[config.mk]
export PLATFORM = sky130hd
export DESIGN_NAME = gameover_anim_ctrl
export DESIGN_NICKNAME = d
export VERILOG_FILES = /design/src/rtl/gameover_anim_ctrl.sv
export SDC_FILE = /design/constraint.sdc
export NUM_CORES = 1
export LEC_CHECK = 0
export CORE_MARGIN = 2
export CORE_UTILIZATION = 30
export DETAILED_ROUTE_END_ITERATION = 8
export GPL_TIMING_DRIVEN = 1
export PLACE_DENSITY = 0.58
export REMOVE_ABC_BUFFERS = 1
export SLEW_MARGIN = 40
export SYNTH_ARGS = -nofsm -noshare
export SYNTH_HDL_FRONTEND = slang
export SYNTH_SLANG_ARGS = --single-unit
[constraint.sdc]
create_clock -name clk -period 5.1 [get_ports clk]
set_input_delay 1.275 -clock clk [delete_from_list [all_inputs] [get_ports clk]]
set_output_delay 1.275 -clock clk [all_outputs]
set_load 0.05 [all_outputs]
[src/rtl/gameover_anim_ctrl.sv]
// Game-over animation controller.
// When a player loses, that player's screen strip blinks a checkerboard,
// then scrolls the checkerboard horizontally, and finally shows a solid
// strip until a restart request arrives. The pixel outputs are registered
// one clock after xpix/ypix.
module gameover_anim_ctrl #(
  parameter int NPLAYERS      = 2,
  parameter int H_RES         = 640,
  parameter int V_RES         = 480,
  parameter int TILE_LOG2     = 5,
  parameter int BLINK_PERIOD  = 8,
  parameter int BLINK_TOGGLES = 6,
  parameter int HOLD_FRAMES   = 120
) (
  input  logic                clk,
  input  logic                rst_n,
  input  logic                frame_tick,
  input  logic [NPLAYERS-1:0] loss,
  input  logic                restart,
  input  logic [9:0]          xpix,
  input  logic [9:0]          ypix,
  output logic                pixval,
  output logic                altcolor,
  output logic                active,
  output logic                done,
  output logic [1:0]          loser
);

  localparam int CNT_MAX = (BLINK_PERIOD > HOLD_FRAMES) ? BLINK_PERIOD : HOLD_FRAMES;
  localparam int CNT_W   = $clog2(CNT_MAX + 1);
  localparam int TGL_W   = $clog2(BLINK_TOGGLES + 1);
  localparam int OFS_W   = TILE_LOG2 + 1;
  localparam int STRIP_W = H_RES / NPLAYERS;

  localparam logic [CNT_W-1:0] BLINK_LAST = CNT_W'(BLINK_PERIOD - 1);
  localparam logic [CNT_W-1:0] HOLD_LAST  = CNT_W'(HOLD_FRAMES - 1);
  localparam logic [TGL_W-1:0] TGL_LAST   = TGL_W'(BLINK_TOGGLES - 1);

  typedef enum logic [1:0] {
    IDLE,
    BLINK,
    SCROLL,
    DONE
  } state_t;

  state_t           state_q;
  logic [1:0]       loser_q;
  logic             blink_on_q;
  logic [CNT_W-1:0] frame_cnt_q;
  logic [TGL_W-1:0] toggle_cnt_q;
  logic [OFS_W-1:0] offset_q;
  logic             active_q;
  logic             done_q;
  logic             pixval_q;
  logic             altcolor_q;

  logic             any_loss;
  logic [1:0]       first_loser;
  logic [10:0]      x_ext;
  logic             in_range;
  logic             in_strips;
  logic [1:0]       strip_idx;
  logic             in_loser;
  logic [OFS_W-1:0] ofs_eff;
  logic             chk;
  logic             pixval_d;
  logic             altcolor_d;

  assign pixval   = pixval_q;
  assign altcolor = altcolor_q;
  assign active   = active_q;
  assign done     = done_q;
  assign loser    = loser_q;

  // Lowest-index set loss bit wins when several players lose together.
  always_comb begin
    any_loss    = |loss;
    first_loser = '0;
    for (int unsigned i = NPLAYERS; i > 0; i--) begin
      if (loss[i-1]) first_loser = 2'(i - 1);
    end
  end

  // Strip membership, checkerboard bit and per-state pixel pattern.
  always_comb begin
    x_ext     = {1'b0, xpix};
    in_range  = (x_ext < 11'(H_RES)) && ({1'b0, ypix} < 11'(V_RES));
    in_strips = x_ext < 11'(NPLAYERS * STRIP_W);
    strip_idx = '0;
    for (int unsigned k = 1; k < NPLAYERS; k++) begin
      if (x_ext >= 11'(k * STRIP_W)) strip_idx = 2'(k);
    end
    in_loser = in_range && in_strips && (strip_idx == loser_q);
    ofs_eff  = (state_q == SCROLL) ? offset_q : '0;
    // Sum is formed in 11 bits so a carry out of xpix still reaches the tile bit.
    chk      = ((((x_ext + 11'(ofs_eff)) >> TILE_LOG2) & 11'd1) != 11'd0) ^ ypix[TILE_LOG2];
    pixval_d   = 1'b0;
    altcolor_d = 1'b0;
    case (state_q)
      BLINK: begin
        pixval_d   = in_loser & blink_on_q & chk;
        altcolor_d = pixval_d;
      end
      SCROLL: begin
        pixval_d   = in_loser & chk;
        altcolor_d = pixval_d;
      end
      DONE: begin
        pixval_d   = in_loser;
        altcolor_d = 1'b0;
      end
      default: begin
        pixval_d   = 1'b0;
        altcolor_d = 1'b0;
      end
    endcase
  end

  // Animation FSM with registered status and pixel outputs.
  always_ff @(posedge clk) begin
    if (!rst_n) begin
      state_q      <= IDLE;
      loser_q      <= '0;
      blink_on_q   <= 1'b0;
      frame_cnt_q  <= '0;
      toggle_cnt_q <= '0;
      offset_q     <= '0;
      active_q     <= 1'b0;
      done_q       <= 1'b0;
      pixval_q     <= 1'b0;
      altcolor_q   <= 1'b0;
    end else begin
      pixval_q   <= pixval_d;
      altcolor_q <= altcolor_d;
      case (state_q)
        IDLE: begin
          // A frame_tick on this edge is deliberately not counted.
          if (any_loss) begin
            state_q      <= BLINK;
            loser_q      <= first_loser;
            blink_on_q   <= 1'b1;
            frame_cnt_q  <= '0;
            toggle_cnt_q <= '0;
            offset_q     <= '0;
            active_q     <= 1'b1;
            done_q       <= 1'b0;
          end
        end
        BLINK: begin
          if (frame_tick) begin
            if (frame_cnt_q == BLINK_LAST) begin
              blink_on_q  <= ~blink_on_q;
              frame_cnt_q <= '0;
              if (toggle_cnt_q == TGL_LAST) begin
                state_q      <= SCROLL;
                offset_q     <= '0;
                toggle_cnt_q <= '0;
              end else begin
                toggle_cnt_q <= toggle_cnt_q + 1'b1;
              end
            end else begin
              frame_cnt_q <= frame_cnt_q + 1'b1;
            end
          end
        end
        SCROLL: begin
          if (frame_tick) begin
            if (frame_cnt_q == HOLD_LAST) begin
              state_q     <= DONE;
              frame_cnt_q <= '0;
              offset_q    <= '0;
              active_q    <= 1'b0;
              done_q      <= 1'b1;
            end else begin
              frame_cnt_q <= frame_cnt_q + 1'b1;
              offset_q    <= offset_q + 1'b1;
            end
          end
        end
        DONE: begin
          if (restart) begin
            state_q    <= IDLE;
            loser_q    <= '0;
            blink_on_q <= 1'b0;
            done_q     <= 1'b0;
          end
        end
        default: begin
          state_q  <= IDLE;
          active_q <= 1'b0;
          done_q   <= 1'b0;
        end
      endcase
    end
  end

endmodule

# ---- Word level (Yosys, flattened, before mapping)
# Index checks and enable logic that the tools add are counted.
dict set report totals {
  wordCells 101
  ff_bits 25
  inputBits 26
  output_inout_bits 6
}
dict set report op_classes {
  n_reduce_logical 19
  add_sub_neg 4
  n_lt_le_gt_ge 3
  mux 46
  n_eq_ne 14
  bitwise 5
}
# cell count
set ops {}
lappend ops {{$mux 6} 7}
lappend ops {{$mux 7} 5}
lappend ops {{$pmux 7 s3} 1}
lappend ops {{$pmux 6 s3} 1}
lappend ops {{$mux 2} 8}
lappend ops {{$mux 1} 12}
lappend ops {{$mux 3} 4}
lappend ops {{$ne 2x2->1 const B} 6}
lappend ops {{$reduce_and 4->1} 3}
lappend ops {{$ge 10x9->1 const B} 1}
lappend ops {{$lt 10x10->1 const B} 1}
lappend ops {{$lt 10x9->1 const B} 1}
lappend ops {{$reduce_and 5->1} 2}
lappend ops {{$pmux 1 s3} 3}
lappend ops {{$reduce_bool 3->1} 3}
lappend ops {{$pmux 2 s4} 1}
lappend ops {{$add 7x1->7 const B} 1}
lappend ops {{$eq 7x3->1 const B} 1}
lappend ops {{$eq 7x7->1 const B} 1}
lappend ops {{$reduce_and 7->1} 1}
lappend ops {{$add 6x1->6 const B} 1}
lappend ops {{$add 6x6->6} 1}
lappend ops {{$pmux 3 s2} 1}
lappend ops {{$reduce_and 6->1} 1}
lappend ops {{16 further kinds} 24}

# ---- Logic depth before layout (Yosys ltp)
# Gate-level depths: netlist of run 1.
dict set report logic_depth {
  ltp_word 7
  depth_mapped 10
  ltp_nobuf 9
}

# ---- Worst setup path before layout of run 1
# No wires, ideal clock.
dict set report synth_timing {
  path_kind {in2reg}
  from {input port xpix[2]}
  to {register pixval_q (netlist: pixval)}
  required_time_ns 4.967
  path_buffers 0
  arrival_time_ns 2.598
  stages 6
  setup_time_ns 0.133
  setup_slack_ns 2.370
  cell_sequence {ha_1 a2111oi_0 o21ai_0 mux2i_1 a22oi_1 a311oi_1}
}
dict set report synth_between {
  elab_chain_len 7
  elab_cells_between_ends 13
  classes_between {1 x add/sub; 2 x order compare; 1 x eq/ne; 2 x mux; 4 x bitwise; 3 x reduce/logical}
}
# item line
set synth_lines {}
lappend synth_lines {{start, declared} 20} ;# input logic [9:0] xpix,
lappend synth_lines {{$ge 10x9->1 or $lt 10x10->1 (tied branches)} {91, 87, 88}}
lappend synth_lines {{$mux 1 or $logic_and 1x1->1 (tied branches)} {91, 87}}
lappend synth_lines {{$eq 2x2->1 or $logic_and 1x1->1 (tied branches)} 93} ;# in_loser = in_range && in_strips && (strip_idx == loser_q);
lappend synth_lines {{$logic_and 1x1->1} 93}
lappend synth_lines {{$and 1x1->1 (2 in series)} 101} ;# pixval_d = in_loser & blink_on_q & chk;
lappend synth_lines {{$pmux 1 s3 (*)} 99} ;# case (state_q)
lappend synth_lines {{end signal, assigned} 133} ;# pixval_q <= pixval_d;
lappend synth_lines {{end, declared} 54} ;# logic pixval_q;
# Mark *: on every way between the ends. The rest lies on a longest branch, timed or not.
# A chain may end at the register's enable or synchronous reset.

==> results of run 1 <==
-- power by group --
part           total, W  leakage [nW]  switching, W  internal, W
Clock          0.000130        0.0288     0.0000614    0.0000689
Combinational  0.000388         0.487      0.000233     0.000155
Sequential     0.000228         0.195     0.0000201     0.000208
-- sequential cells by signal, summed over array words and instances (netlist names) --
| signal | flops |
|---|---|
| done | 1 |
| blink_on_q | 1 |
| loser | 1 |
| state_q | 2 |
| pixval | 1 |
| frame_cnt_q | 7 |
| altcolor | 1 |
| toggle_cnt_q | 3 |
| active | 1 |
| offset_q | 6 |
-- area by class of cell --
class                      instances  area, sq um
tap                               72        90.09
fill                             584         3385
sequential                        24        480.5
clock buffer                       4        55.05
inverter                          10        37.54
multi-input combinational        164         1107
timing repair buffer              25        250.2
-- cell families after synthesis --
family                     Yosys count  share of synthesized area, %
and+or+nand+nor                     87                         29.68
adders and majority gates           12                         9.063
buffers and inverters               17                         4.154
other                                1                        0.2264
xor gates and xnor gates             3                         2.417
DFF                                 24                         29.00
muxes                                6                         3.701
AOI/OAI and AO/OA                   55                         21.75
-- worst max-delay path by stage --
stage          startpoint                           to  cells after the start
2_1_floorplan     xpix[2]            pixval$_SDFF_PN0_                      6
3_3_place_gp      xpix[2]            pixval$_SDFF_PN0_                      7
3_5_place_dp      xpix[2]            pixval$_SDFF_PN0_                      7
4_1_cts             rst_n  frame_cnt_q[4]$_SDFFE_PN0P_                      4
5_1_grt           xpix[2]          altcolor$_SDFF_PN0_                      7
6_report            rst_n  frame_cnt_q[4]$_SDFFE_PN0P_                      4
-- cell usage after synthesis, types with 2 or more instances --
master	count
nand2_1	17
mux2i_1	5
nor3_1	8
or3b_1	2
a21oi_1	15
nor2_1	12
or2_2	4
and3b_1	2
o21a_1	4
inv_1	9
nor2b_1	3
a22oi_1	4
and2_1	6
a31oi_1	2
nand3b_1	3
a211oi_1	2
nand3_1	12
xnor2_1	2
ha_1	12
nand4_1	3
o21ai_0	14
or3_1	5
clkbuf_1	5
dfxtp_1	24
o22ai_1	6
-- per-layer routing --
metal	GRT usage, %	vias to the layer above	share of wire (%)
met2	21.90	15	45
met3	1.954	2	2.8
met5	0	-	0
met4	2.632	0	0.49
li1	-	786	-
met1	17.39	713	51
-- critical path, cell delays in order --
cell and delay (ns):
clkdlybuf4s50_1 0.64, clkinv_1 0.54, or3_2 0.62, o22ai_1 0.14
-- through the flow --
step | setup slack [ns] | cell area (sq um)
3_3_place_gp | 1.772 | 1966
6_report | 2.064 | 2021
5_1_grt | 1.816 | 2021
3_5_place_dp | 1.756 | 1966
4_1_cts | 2.023 | 2021
2_1_floorplan | 2.365 | 1625
==> summary.txt, run 1 <==
DIE WIDTH - 78.31 microns
R2r setup slk - 2.30 ns
# hold bufs at CTS - 0
Sequential cell area fraction in the yosys report - 29.00%
GRT Total Usage - 12.90%
Clock Tree Buf Depth - 2
Critical Path Source Type - input pin
Number of synthesis warnings - 0
Std-Cell Rows - 27
Placed cells - 295
WHS Path Cells - 2
Top FF cell, synth - dfxtp_1
R2R depth - 9
Layout area overhead - 21.98%
Slew HR - 56.21%
Power per Cell Area - 369.1 nW/um^2
CTS Buf Count - 3
WHS Endpoint - frame_cnt_q[1]$_SDFFE_PN0P_
Post-Syn Area per Cell - 8.081 sq um
Setup_tns - 0 ns
Synth area leader - dfxtp_1
Total clock sinks - 24
Placed wire-length estimate - 2796 microns
H-tree Lvls - 1
Total of max-cap violations - 0
First-pass GRT wire length - 6561 microns
Setup bufs post-CTS - 0
Cell variety after synth - 49
Largest net degree at the start of global routing - 20
Tcrit/Tclk final - 59.53%
Reg2reg start - state_q[0]$_SDFFE_PN0P_
Synth Cell Area - 1657 sq um
Max VDD drop - 0.2402 mV
ANT nets after route - 0
DR iter-0 viols - 55
Cts repair resizes - 0
Vias/cell - 5.070
Achievable Freq - 329.4 MHz
Clock Skews - 0.008946 ns
Routability cong. - 0.7325
Setup CP Type - in -> reg
Data arrival, critical path - 3.22 ns
Length of the first detailed-routing pass in iterations - 4
Share of layout cells above drive strength 1 - 7.930%
Final setup viols - 0
I/O pin count - 32
Asr flop ratio synth - 0%
Synth top area cells - dfxtp_1 29%, ha_1 9.1%, a21oi_1 4.5%, o21ai_0 4.2%, nand2_1 3.9%
Minimum clock period - 3.036 ns
GRT overflow - 0
Critical path fanouts, max - 19
Initial antenna violation count - 0
Synth Register Bits - 24
Core Area - 5405 sq um
Post-Layout Cell Count - 299
Most frequent cells in the layout - 25 x clkdlybuf4s50_1, 24 x dfxtp_1, 17 x nand2_1
Vias in the first global route - 1,425
Synth top area share - 29.00%
Post-Syn Instances - 205
Most common cell after layout, fill and taps aside - clkdlybuf4s50_1
Via count - 1,516
Status - finished, final reports clean
Worst hold slack - 0.4801 ns
DRC viols - 0
Critical path required time - 5.29 ns
HP Start - frame_cnt_q[1]$_SDFFE_PN0P_
Slew Limit Fails - 0
Die Area - 6132 sq um
Clk Latency, worst-skew pair - 0.27 ns
Clk root buf - clkbuf_8
Final WL - 3693 microns
Cell leakage power - 0.7104 nW
Final nets - 266
Drt wl/cell - 12.35 microns
Tot Pwr - 0.0007458 W
Port Buffer Count - 25
CP Capture Type - flop
Ant. Diodes - 0
Unrepaired setup endpoints after global routing - false
Final Hold Fails - 0
Final core utilization - 37.38%
TritonCTS clock tree - done
Reg2reg end - pixval$_SDFF_PN0_
Initial Util - 30.65%
Number of enable flip-flop cells after synthesis - 0
Worst-path clk slew - 0.08 ns
Hold Crit Class - reg -> reg
Worst slew pin tran - 0.6500 ns
Die Y - 78.31 microns
Note: power is estimated with default switching activity, not from simulation.
==> inputs of run 2 (changes only) <==
--- a/config.mk
+++ b/config.mk
@@ -9,7 +9,7 @@
 export CORE_UTILIZATION = 30
 export DETAILED_ROUTE_END_ITERATION = 8
 export GPL_TIMING_DRIVEN = 1
-export PLACE_DENSITY = 0.58
+export PLACE_DENSITY = 0.6
 export REMOVE_ABC_BUFFERS = 1
 export SLEW_MARGIN = 40
 export SYNTH_ARGS = -nofsm -noshare
==> constraint.sdc (replaced) <==
create_clock -name clk -period 2.7 [get_ports clk]
set_input_delay 0.675 -clock clk [delete_from_list [all_inputs] [get_ports clk]]
set_output_delay 0.675 -clock clk [all_outputs]
set_load 0.05 [all_outputs]
==> run 2 against run 1 <==
Worst setup slack lost 1.8 ns. Core utilization increased by 1.3 points. Clock skew down 0.0038 ns. Register-to-register slack worse by 2.0 ns. Combinational power up 110%. Critical path type is now reg -> reg. Critical endpoint is now pixval$_SDFF_PN0_. Largest cell class unchanged.
==> summary.txt, run 2 (synthesized netlist as in run 1, its figures left out) <==
Max reg flops - 7 (unchanged)
Data arrival, critical path - 2.60 ns (was 3.22 ns)
Critical path fanouts, max - 6 (was 19)
Vias in the first global route - 1,460 (was 1,425)
GRT overflow - 0 (unchanged)
CP Capture Type - flop (unchanged)
Drt wl/cell - 12.46 microns (was 12.35 microns)
Critical Path Source Type - flop (was input pin)
Vias/cell - 5.036 (was 5.070)
Die Y - 78.31 microns (unchanged)
H-tree Lvls - 1 (unchanged)
Final nets - 275 (was 266)
I/O pin count - 32 (unchanged)
Hold Crit Class - reg -> reg (unchanged)
Minimum clock period - 2.416 ns
Max VDD drop - 0.3204 mV (was 0.2402 mV)
Largest reg by FF count - frame_cnt_q (unchanged)
Clk root buf - clkbuf_8 (unchanged)
Achievable Freq - 413.9 MHz
Total clock sinks - 24 (unchanged)
Std-Cell Rows - 27 (unchanged)
Worst-path clk slew - 0.09 ns (was 0.08 ns)
Final WL - 3839 microns (was 3693 microns)
Tcrit/Tclk final - 89.48%
Final WS setup - 0.2841 ns (was 2.064 ns)
Final setup viols - 0 (unchanged)
Final Hold Fails - 0 (unchanged)
Core Area - 5405 sq um (unchanged)
Total of max-cap violations - 0 (unchanged)
Initial Util - 30.65% (unchanged)
TritonCTS clock tree - done (unchanged)
ANT nets after route - 0 (unchanged)
Slew Limit Fails - 0 (unchanged)
Critical path required time - 2.89 ns (was 5.29 ns)
DR iter-0 viols - 36 (was 55)
Largest net degree at the start of global routing - 17 (was 20)
Clock Tree Buf Depth - 2 (unchanged)
Port Buffer Count - 25 (unchanged)
Ant. Diodes - 0 (unchanged)
DIE WIDTH - 78.31 microns (unchanged)
Clock Skews - 0.005194 ns (was 0.008946 ns)
Unrepaired setup endpoints after global routing - false (unchanged)
WHS Path Cells - 2 (unchanged)
DRC viols - 0 (unchanged)
Layout fillers - 559 (was 584)
Layout area overhead - 26.21% (was 21.98%)
Setup CP Type - reg -> reg (was in -> reg)
Placed wire-length estimate - 3016 microns (was 2796 microns)
Clk Latency, worst-skew pair - 0.27 ns (about the same)
Setup_tns - 0 ns (unchanged)
Share of layout cells above drive strength 1 - 11.86% (was 7.930%)
Pre-CTS setup slack - 0.003067 ns (was 1.756 ns)
First-pass GRT wire length - 6617 microns (was 6561 microns)
Power per Cell Area - 711.8 nW/um^2 (was 369.1 nW/um^2)
Status - finished, final reports clean (unchanged)
Via count - 1,551 (was 1,516)
Most common cell after layout, fill and taps aside - clkdlybuf4s50_1 (unchanged)
GRT Total Usage - 13.22% (was 12.90%)
Worst slew pin tran - 0.6289 ns (was 0.6500 ns)
R2R depth - 9 (unchanged)
Cell leakage power - 0.7537 nW (was 0.7104 nW)
Routability cong. - 0.7423 (was 0.7325)
Most frequent cells in the layout - 25 x clkdlybuf4s50_1, 24 x dfxtp_1, 17 x nand2_1 (unchanged)
Length of the first detailed-routing pass in iterations - 6 (was 4)
Die Area - 6132 sq um (unchanged)
CTS Buf Count - 3 (unchanged)
Biggest regs - frame_cnt_q: 7 flops, offset_q: 6 flops, toggle_cnt_q: 3 flops (unchanged)
Initial antenna violation count - 0 (unchanged)
Slew HR - 58.07% (was 56.21%)
[run 2: changes by cell type in the layout (fill, tap and decap cells not counted)]
cell / change
ha_2: +1
o21ai_0: -1
o21ai_1: +1
buf_4: +9
ha_1: -1
[run 2: per-stage QoR]
| stage | cells | util, % | cell area (sq um) | hold WS (ns) | power (W) |
|---|---|---|---|---|---|
| after floorplan | 198 | - | 1625 | 0.4492 | 0.0009784 |
| after global placement | 304 | 37.62 | 2033 | 0.4626 | 0.001230 |
| after detailed placement | 304 | 37.62 | 2033 | 0.4683 | 0.001241 |
| after CTS | 308 | 38.63 | 2088 | 0.4811 | 0.001492 |
| after global routing | 308 | 38.68 | 2091 | 0.5259 | 0.001607 |
| final | 308 | 38.68 | 2091 | 0.4788 | 0.001488 |
[run 2: cell type report]
cell class	count	area [sq um]	share of cell area [%]
timing repair buffer	34	317.8	15.20
clock buffer	4	55.05	2.633
inverter	10	37.54	1.795
multi-input combinational	164	1110	53.08
sequential	24	480.5	22.98
tap	72	90.09	4.309
[run 2: critical path, stage by stage, from the launching register on]
cell and delay (ns):
dfxtp_1 0.40, inv_1 0.11, ha_2 0.24, and2_1 0.15, ha_1 0.28, a2111oi_0 0.37
o21ai_1 0.21, o21ai_0 0.12, a41oi_1 0.17, a311oi_1 0.28
[run 2: routing by layer]
layer | global-route usage (%) | wire (microns)
met1 | 18.32 | 1947
met2 | 20.86 | 1696
met3 | 2.069 | 132
met4 | 4.561 | 63
met5 | 0 | 0
[run 2: worst paths after layout]
path	from	to	slack, ns
hold reg to reg	frame_cnt_q[1]$_SDFFE_PN0P_	frame_cnt_q[1]$_SDFFE_PN0P_	0.48
setup / recovery	state_q[0]$_SDFFE_PN0P_	pixval$_SDFF_PN0_	0.28
hold / removal	frame_cnt_q[1]$_SDFFE_PN0P_	frame_cnt_q[1]$_SDFFE_PN0P_	0.48
setup reg to reg	state_q[0]$_SDFFE_PN0P_	pixval$_SDFF_PN0_	0.28
[run 2: timing repair]
action,CTS,global route
endpoints found under the setup margin,0,2
gates resized for setup,0,2
buffers inserted,0,0
hold buffers,0,0
[run 2: power breakdown]
part	internal (W)	total (W)	leakage [nW]	switching, W
logic	0.000343	0.000805	0.530	0.000462
clock network	0.000130	0.000251	0.0288	0.000121
registers	0.000392	0.000432	0.195	0.0000399
==> inputs of run 3 (changes only) <==
--- a/config.mk
+++ b/config.mk
@@ -5,6 +5,7 @@
 export SDC_FILE = /design/constraint.sdc
 export NUM_CORES = 1
 export LEC_CHECK = 0
+export CAP_MARGIN = 20
 export CORE_MARGIN = 2
 export CORE_UTILIZATION = 30
 export DETAILED_ROUTE_END_ITERATION = 8
==> results of run 3 <==
The final DEF is identical to that of run 2; final timing and power are the same.
